--- config.mk ---
export PLATFORM = sky130hd
export DESIGN_NAME = irq_controller
export DESIGN_NICKNAME = d
export VERILOG_FILES = /design/src/rtl/irq_pkg.sv /design/src/rtl/irq_prio_enc.sv /design/src/rtl/irq_controller.sv
export SDC_FILE = /design/constraint.sdc
export NUM_CORES = 1
export LEC_CHECK = 0
export CORE_MARGIN = 2
export CORE_UTILIZATION = 28
export CTS_CLUSTER_DIAMETER = 150
export DETAILED_ROUTE_END_ITERATION = 10
export GPL_TIMING_DRIVEN = 0
export PLACE_DENSITY_LB_ADDON = 0.15
export SLEW_MARGIN = 0
export SYNTH_ARGS = -nofsm -noshare
export SYNTH_HDL_FRONTEND = slang
export SYNTH_SLANG_ARGS = --single-unit
--- constraint.sdc ---
create_clock -name clk -period 1.89 [get_ports clk]
set_input_delay 0.4725 -clock clk [delete_from_list [all_inputs] [get_ports clk]]
set_output_delay 0.4725 -clock clk [all_outputs]
set_load 0.1 [all_outputs]
--- src/rtl/irq_pkg.sv ---
// Shared constants for the interrupt controller: register map and FSM state encoding.
package irq_pkg;

    localparam int unsigned IRQC_ID_W = 5;

    localparam logic [1:0] IRQC_ENABLE  = 2'd0;
    localparam logic [1:0] IRQC_PENDING = 2'd1;
    localparam logic [1:0] IRQC_ACTIVE  = 2'd2;
    localparam logic [1:0] IRQC_STATUS  = 2'd3;

    typedef enum logic [1:0] {
        S_IDLE    = 2'd0,
        S_REQ     = 2'd1,
        S_SERVICE = 2'd2
    } irq_state_e;

endpackage

--- src/rtl/irq_prio_enc.sv ---
// Fixed-priority encoder: reports the lowest set index of i_vec and whether any bit is set.
module irq_prio_enc
    import irq_pkg::*;
#(
    parameter int N_SRC = 4,
    parameter int ID_W  = IRQC_ID_W
) (
    input  logic [N_SRC-1:0] i_vec,
    output logic             o_valid,
    output logic [ID_W-1:0]  o_id
);

    // Scan from the top so the lowest set index is the last one written.
    always_comb begin
        o_valid = 1'b0;
        o_id    = '0;
        for (int i = N_SRC - 1; i >= 0; i--) begin
            if (i_vec[i]) begin
                o_valid = 1'b1;
                o_id    = ID_W'(i);
            end
        end
    end

endmodule

--- src/rtl/irq_controller.sv ---
// Memory-mapped fixed-priority interrupt controller with a single outstanding interrupt.
// Define IRQC_EDGE_EN for rising-edge source capture; level capture otherwise.
module irq_controller
    import irq_pkg::*;
#(
    parameter int N_SRC = 4,
    parameter int ID_W  = IRQC_ID_W
) (
    input  logic             clk,
    input  logic             reset,
    input  logic             MemRead,
    input  logic             MemWrite,
    input  logic [1:0]       address,
    input  logic [31:0]      write_data,
    output logic [31:0]      read_data,
    input  logic [N_SRC-1:0] irq_src,
    input  logic             irq_ack,
    output logic             cpu_irq,
    output logic [ID_W-1:0]  irq_id
);

    logic [N_SRC-1:0] r_enable;
    logic [N_SRC-1:0] r_pending;
    irq_state_e       r_state;
    logic             r_cpu_irq;
    logic [ID_W-1:0]  r_irq_id;

    logic [N_SRC-1:0] w_set;
    logic [N_SRC-1:0] w_w1c;
    logic [N_SRC-1:0] w_ack_clr;
    logic [N_SRC-1:0] w_avail;
    logic [N_SRC-1:0] w_id_mask;
    logic             w_id_pending;
    logic             w_id_enabled;
    logic             w_enc_valid;
    logic [ID_W-1:0]  w_enc_id;
    logic             w_en_wr;
    logic             w_eoi;
    logic             w_unused;

    assign w_unused = ^write_data;

    assign w_en_wr   = MemWrite && (address == IRQC_ENABLE);
    assign w_w1c     = (MemWrite && (address == IRQC_PENDING)) ? write_data[N_SRC-1:0] : '0;
    assign w_eoi     = MemWrite && (address == IRQC_ACTIVE);
    assign w_avail   = r_pending & r_enable;
    assign w_id_mask = N_SRC'(1) << r_irq_id;

    assign w_id_pending = |(r_pending & w_id_mask);
    assign w_id_enabled = |(r_enable & w_id_mask);

`ifdef IRQC_EDGE_EN
    logic [N_SRC-1:0] r_src_q;

    always_ff @(posedge clk) begin
        if (reset) begin
            r_src_q <= '0;
        end else begin
            r_src_q <= irq_src;
        end
    end

    assign w_set     = irq_src & ~r_src_q;
    assign w_ack_clr = ((r_state == S_REQ) && irq_ack) ? w_id_mask : '0;
`else
    // Level mode: the handler clears PENDING itself, so ack leaves it alone.
    assign w_set     = irq_src;
    assign w_ack_clr = '0;
`endif

    irq_prio_enc #(
        .N_SRC (N_SRC),
        .ID_W  (ID_W)
    ) u_prio_enc (
        .i_vec   (w_avail),
        .o_valid (w_enc_valid),
        .o_id    (w_enc_id)
    );

    always_ff @(posedge clk) begin
        if (reset) begin
            r_enable  <= '0;
            r_pending <= '0;
            r_state   <= S_IDLE;
            r_cpu_irq <= 1'b0;
            r_irq_id  <= '0;
        end else begin
            // A new capture wins over a same-cycle clear of that bit.
            r_pending <= (r_pending & ~w_w1c & ~w_ack_clr) | w_set;
            if (w_en_wr) begin
                r_enable <= write_data[N_SRC-1:0];
            end

            case (r_state)
                S_IDLE: begin
                    if (w_enc_valid) begin
                        r_state   <= S_REQ;
                        r_cpu_irq <= 1'b1;
                        r_irq_id  <= w_enc_id;
                    end
                end
                S_REQ: begin
                    if (irq_ack) begin
                        r_state   <= S_SERVICE;
                        r_cpu_irq <= 1'b0;
                    end else if (!w_id_pending || !w_id_enabled) begin
                        r_state   <= S_IDLE;
                        r_cpu_irq <= 1'b0;
                    end
                end
                S_SERVICE: begin
                    if (w_eoi) begin
                        r_state <= S_IDLE;
                    end
                end
                default: begin
                    r_state   <= S_IDLE;
                    r_cpu_irq <= 1'b0;
                end
            endcase
        end
    end

    always_comb begin
        read_data = '0;
        if (MemRead) begin
            case (address)
                IRQC_ENABLE:  read_data = 32'(r_enable);
                IRQC_PENDING: read_data = 32'(r_pending);
                IRQC_ACTIVE:  read_data = 32'(r_irq_id);
                IRQC_STATUS:  read_data = {29'b0, (r_state == S_SERVICE), r_cpu_irq, |w_avail};
                default:      read_data = '0;
            endcase
        end
    end

    assign cpu_irq = r_cpu_irq;
    assign irq_id  = r_irq_id;

endmodule
After elaboration in Yosys (flattened, before gate mapping)
Index checks and enable logic that the tools add are counted.
- output and inout bits: 38
- logic and storage cells: 55
- bits of input ports: 43
- flip-flop bits (word level): 16
- reductions and logical operators: 14
- shifts and indexed selects: 1
- multiplexer cells: 20
- bitwise logic cells: 7
- eq/ne operators: 8
- operators with widths (operator ; number):
    32-bit one-hot mux with 4 select lines ; 1
    32-bit 2-to-1 mux ; 1
    4-bit AND ; 4
    2-bit 2-to-1 mux ; 8
    4-bit OR reduction ; 3
    1-bit 2-to-1 mux ; 7
    2-bit equality test, second input constant ; 3
    2-bit one-hot mux with 3 select lines ; 1
    3-bit AND reduction ; 2
    1-bit by 5-bit left shift with 4-bit output, first input constant ; 1
    2-bit by 1-bit equality test with 1-bit output, second input constant ; 2
    2-bit logical NOT ; 2
    4-bit 2-to-1 mux ; 1
    4-bit inverter ; 1
    4-bit bitwise OR ; 1
    1-bit logical AND ; 3
    3-bit inequality test, second input constant ; 1
    1-bit one-hot mux with 3 select lines ; 1
    1-bit logical NOT ; 2
    2-bit by 1-bit inequality test with 1-bit output, second input constant ; 1
    2-bit inequality test, second input constant ; 1
    2-bit AND reduction ; 1
    1-bit logical OR ; 1
    1-bit inverter ; 1

Logic depth before layout (Yosys ltp)
- depth after elaboration: 8
- depth in mapped cells: 5
- mapped depth without buffers: 4

Hierarchy
Synthesis repeated with hierarchy kept, for this count alone.
- cell total of the unflattened synthesis: 129
- area, all modules: 1111.1 µm²
- by module, submodules not included (module ; sequential area each (µm²) ; area an instance (µm²) ; cells each ; times used):
    irq_controller ; 320.3 ; 1049.8 ; 118 ; 1
    irq_prio_enc ; 0.0 ; 61.3 ; 11 ; 1

Worst setup path before layout
OpenSTA, ideal clock, no wires.
- path kind: input-to-output
- start: in address[0]
- end: out read_data[3]
- buffers on the path: 1
- required time: 1.417 ns
- arrival time: 3.088 ns
- stages: 3
- setup slack: -1.670 ns
- path through: clkbuf_1 > mux2i_1 > nor3b_1
- cells in the longest elaborated chain, start to end: 3
- elaborated cells between the ends (all ways): 6
- classes of those cells: eq/ne: 3; mux: 2; reduce/logical: 1
- RTL lines (element ; RTL line ; RTL):
    start: declaration ; irq_controller.sv:13 ; input logic [1:0] address,
    2-bit equality test (tied with other cells) ; irq_controller.sv:127 ; case (address)
    32-bit one-hot mux with 4 select lines (*) ; irq_controller.sv:127 ;
    32-bit 2-to-1 mux (*) ; irq_controller.sv:126 ; if (MemRead) begin
    end: declaration ; irq_controller.sv:15 ; output logic [31:0] read_data,
Mark *: on every way between the ends. The rest lies on a longest branch, timed or not. The select of a mux whose other input is x is not followed.

Final worst setup path
- start: reg r_pending[0]
- end: out read_data[0]
- cells in the longest elaborated chain, start to end: 4
- RTL lines (element ; RTL line ; RTL):
    start: declaration ; irq_controller.sv:23 ; logic [N_SRC-1:0] r_pending;
    start signal: assignment ; irq_controller.sv:89 ; r_pending <= (r_pending & ~w_w1c & ~w_ack_clr) | w_set;
    4-bit AND ; irq_controller.sv:46 ; assign w_avail = r_pending & r_enable;
    4-bit OR reduction ; irq_controller.sv:131 ; IRQC_STATUS: read_data = {29'b0, (r_state == S_SERVICE), r_cpu_irq, |w_avail};
    32-bit one-hot mux with 4 select lines (*) ; irq_controller.sv:127 ;
    32-bit 2-to-1 mux (*) ; irq_controller.sv:126 ;
Marks and branches as above.

==> results.md <==
* Largest net degree at the start of global routing at 11
* Top Ports at 81
* First-pass GRT wire length at 3440 um
* # DRC at 0
* Crit. Startpoint: r_pending[0]$_SDFF_PP0_
* Worst Hold Class: flip-flop to flip-flop
* Setup_tns at -275 ps
* PnR worst setup slack at -208 ps
* Max Cap Violations at 0
* Pwr dens at 625 mW/mm^2
* Clk slew on worst S/H paths at 70 ps
* Clk pwr share at 0.180
* Register area share after synthesis at 0.283
* Fin crit period at 2100 ps
* I/O Buffers at 19
* Vias in the first global route at 813
* Failing checks: setup timing
* DRT Pass-1 Iters at 4
* # rows at 20
* Clk buf depth at 2
* Leak Pwr at 0.743 nW
* Internal power at 0.504 mW
* RSZ-0062 raised after global routing: true
* Cells after Synth at 108
* Final hold violation count at 0
* FFs w/ async S/R, synth at 0
* Net Sw Power at 0.471 mW
* Dpl cell area at 0.00132 mm^2
* Flop-to-flop setup slack at 70 ps
* Register Area at 278 um^2
* Final setup vio count at 2
* Status: finished, violations left
* Max rail drop VDD at 233 uV
* Startpoint types: flip-flop
* Switching Share at 0.483
* DR iter-0 viols at 44
* Synth warnings at 0
* Pins over their slew limit at 0
* Critical Path Fanout Max at 3
* Reg-to-reg endpoint: cpu_irq$_SDFFE_PP0P_
* Layout Cells excl Fill at 222
* Clk root buf: clkbuf_4
* Footprint of the multi-input gates at 573 um^2
* Synthesized cell area at 918 um^2
* TritonCTS clock tree: done
* Die width at 61.3 um
* Vias per cell at 4.00
* Endpoint class of the critical path: output pin
* H-tree depth at 1
* Die height at 61.3 um
* Kind of critical path: flip-flop to output pin
* Vias at 887
* Final Cell Area at 0.00156 mm^2
* Worst r2r path cells at 6
* Initial Util at 0.298
* Routed wire length at 2320 um
* Synth area leaders: dfxtp_1, buf_4, mux4_2
* Post-synth EDFFs at 0
* Worst Skew at 8.20 ps
* Routability cong. at 0.792
* Gate power share at 0.514
* Initial antenna violation count at 0
* Synth Register Bits at 13
* Dpl ws at -941 ps
* Mean Syn Cell Area at 8.50 um^2
* Ant diodes at 0
* Most common cell in the netlist: buf_4
* Placed Cells at 201
* Reg2reg start: r_pending[0]$_SDFF_PP0_
* Final period utilization at 1.11
* Distinct cells, synth at 24
* Final global-route overflow total at 0
* GRT Util Overall at 0.123
* DP Wirelength at 1670 um
* Layout area overhead at 69.8%
* Reg power frac at 0.306
* Critical Path Sink: read_data[0]
* Worst relative slew slack at 0.640
* Clock latency on the worst-skew pair at 280 ps
* Critical path arrival at 1630 ps
* Total Power at 0.975 mW
* Commonest cells post-synth: buf_4, dfxtp_1, nand2_1, nor2_1, a21oi_1
* CTS Sinks at 13
* Fmax at 477 MHz
* Worst path required time at 1420 ps
* Top FF cell, synth: dfxtp_1
* Cell taking the most area after synthesis: dfxtp_1
* Least-Margin Pin Slew at 543 ps
* Fillcell total at 314
* WL/cell at 10.5 um
* Final Net Count at 222
* Clock buffer count from CTS at 3
* Full die area at 0.00375 mm^2
* Core Area at 0.00308 mm^2
* Antenna Violating Nets Remaining at 0
* Top cell type's share of synthesized area at 0.283
* Layout cells sized above 1 at 0.511
## flip-flops by register name (all words and copies together), names as in the netlist
signal     cells
cpu_irq        1
irq_id         2
r_enable       4
r_pending      4
r_state        2
## critical path, cell delays in order (launching register included)
cell and delay (ps):
dfxtp_2 340, nand2_2 80, nand4_1 130, mux4_2 490, and2_4 160, buf_12 160
## how the worst min path moves through the flow
stage                                        start                        to  slack (ps)  cells after the start
after CTS                 r_enable[0]$_SDFFE_PP0P_  r_enable[0]$_SDFFE_PP0P_         520                      2
final                     r_enable[0]$_SDFFE_PP0P_  r_enable[0]$_SDFFE_PP0P_         520                      2
after floorplan            r_pending[0]$_SDFF_PP0_   r_pending[0]$_SDFF_PP0_         470                      2
after detailed placement   r_pending[2]$_SDFF_PP0_   r_pending[2]$_SDFF_PP0_         510                      2
after global placement     r_pending[2]$_SDFF_PP0_   r_pending[2]$_SDFF_PP0_         510                      2
after global routing       r_pending[0]$_SDFF_PP0_   r_pending[0]$_SDFF_PP0_         550                      2
## power groups by stage
stage          sequential, mW  clock (mW)  combinational, mW
6_report                0.298       0.175              0.501
5_1_grt                 0.300       0.191              0.517
4_1_cts                 0.298       0.174              0.497
3_5_place_dp            0.304           0              0.455
3_3_place_gp            0.304           0              0.453
2_1_floorplan           0.317           0              0.391
## through the flow
step,hold slack [ps],util
floorplan,469,-
global placement,506,0.427
detailed placement,513,0.427
CTS,520,0.505
global route,549,0.507
finish,519,0.507
## per-layer routing
metal  track usage  vias to the layer above  part of all wire
met3        0.0252                        2             0.061
met5             0                        -                 0
met1         0.141                      406              0.41
li1              -                      445                 -
met4        0.0280                        0            0.0026
met2         0.233                       34              0.52
## cell usage in the layout (no fill, tap or decap), types with 2 or more instances in the layout
cell type	instances
nand4_1	2
buf_12	3
clkbuf_4	3
conb_1	31
clkbuf_1	2
a21oi_2	3
nor2_1	10
buf_4	46
nand2_2	4
clkdlybuf4s15_2	3
nor2b_1	2
a21oi_1	6
clkbuf_8	2
buf_6	2
nand3b_1	2
dfxtp_2	11
clkdlybuf4s50_1	11
nand2_1	7
and2_4	2
mux2i_1	5
mux4_2	3
## repair_timing
item                       4_1_cts  5_1_grt
resized for setup               62        5
buffers inserted                18        2
setup endpoints to repair        7        6
hold buffers                     0        0
pin swaps                        4        5
## layout make-up
type | count | share of cell area
Buffer | 34 | 0.169
Clock buffer | 4 | 0.0169
Multi-Input combinational cell | 91 | 0.368
Sequential cell | 13 | 0.178
Tap cell | 44 | 0.0353
Timing Repair Buffer | 36 | 0.233
## cell families after synthesis
logic type	count (synthesis)	synth area share
compound gates	14	0.0926
buf+inv	34	0.266
flops	13	0.283
mux	9	0.139
other cells	1	0.00408
simple gates	37	0.215
Power figures use the tool's default switching activity.
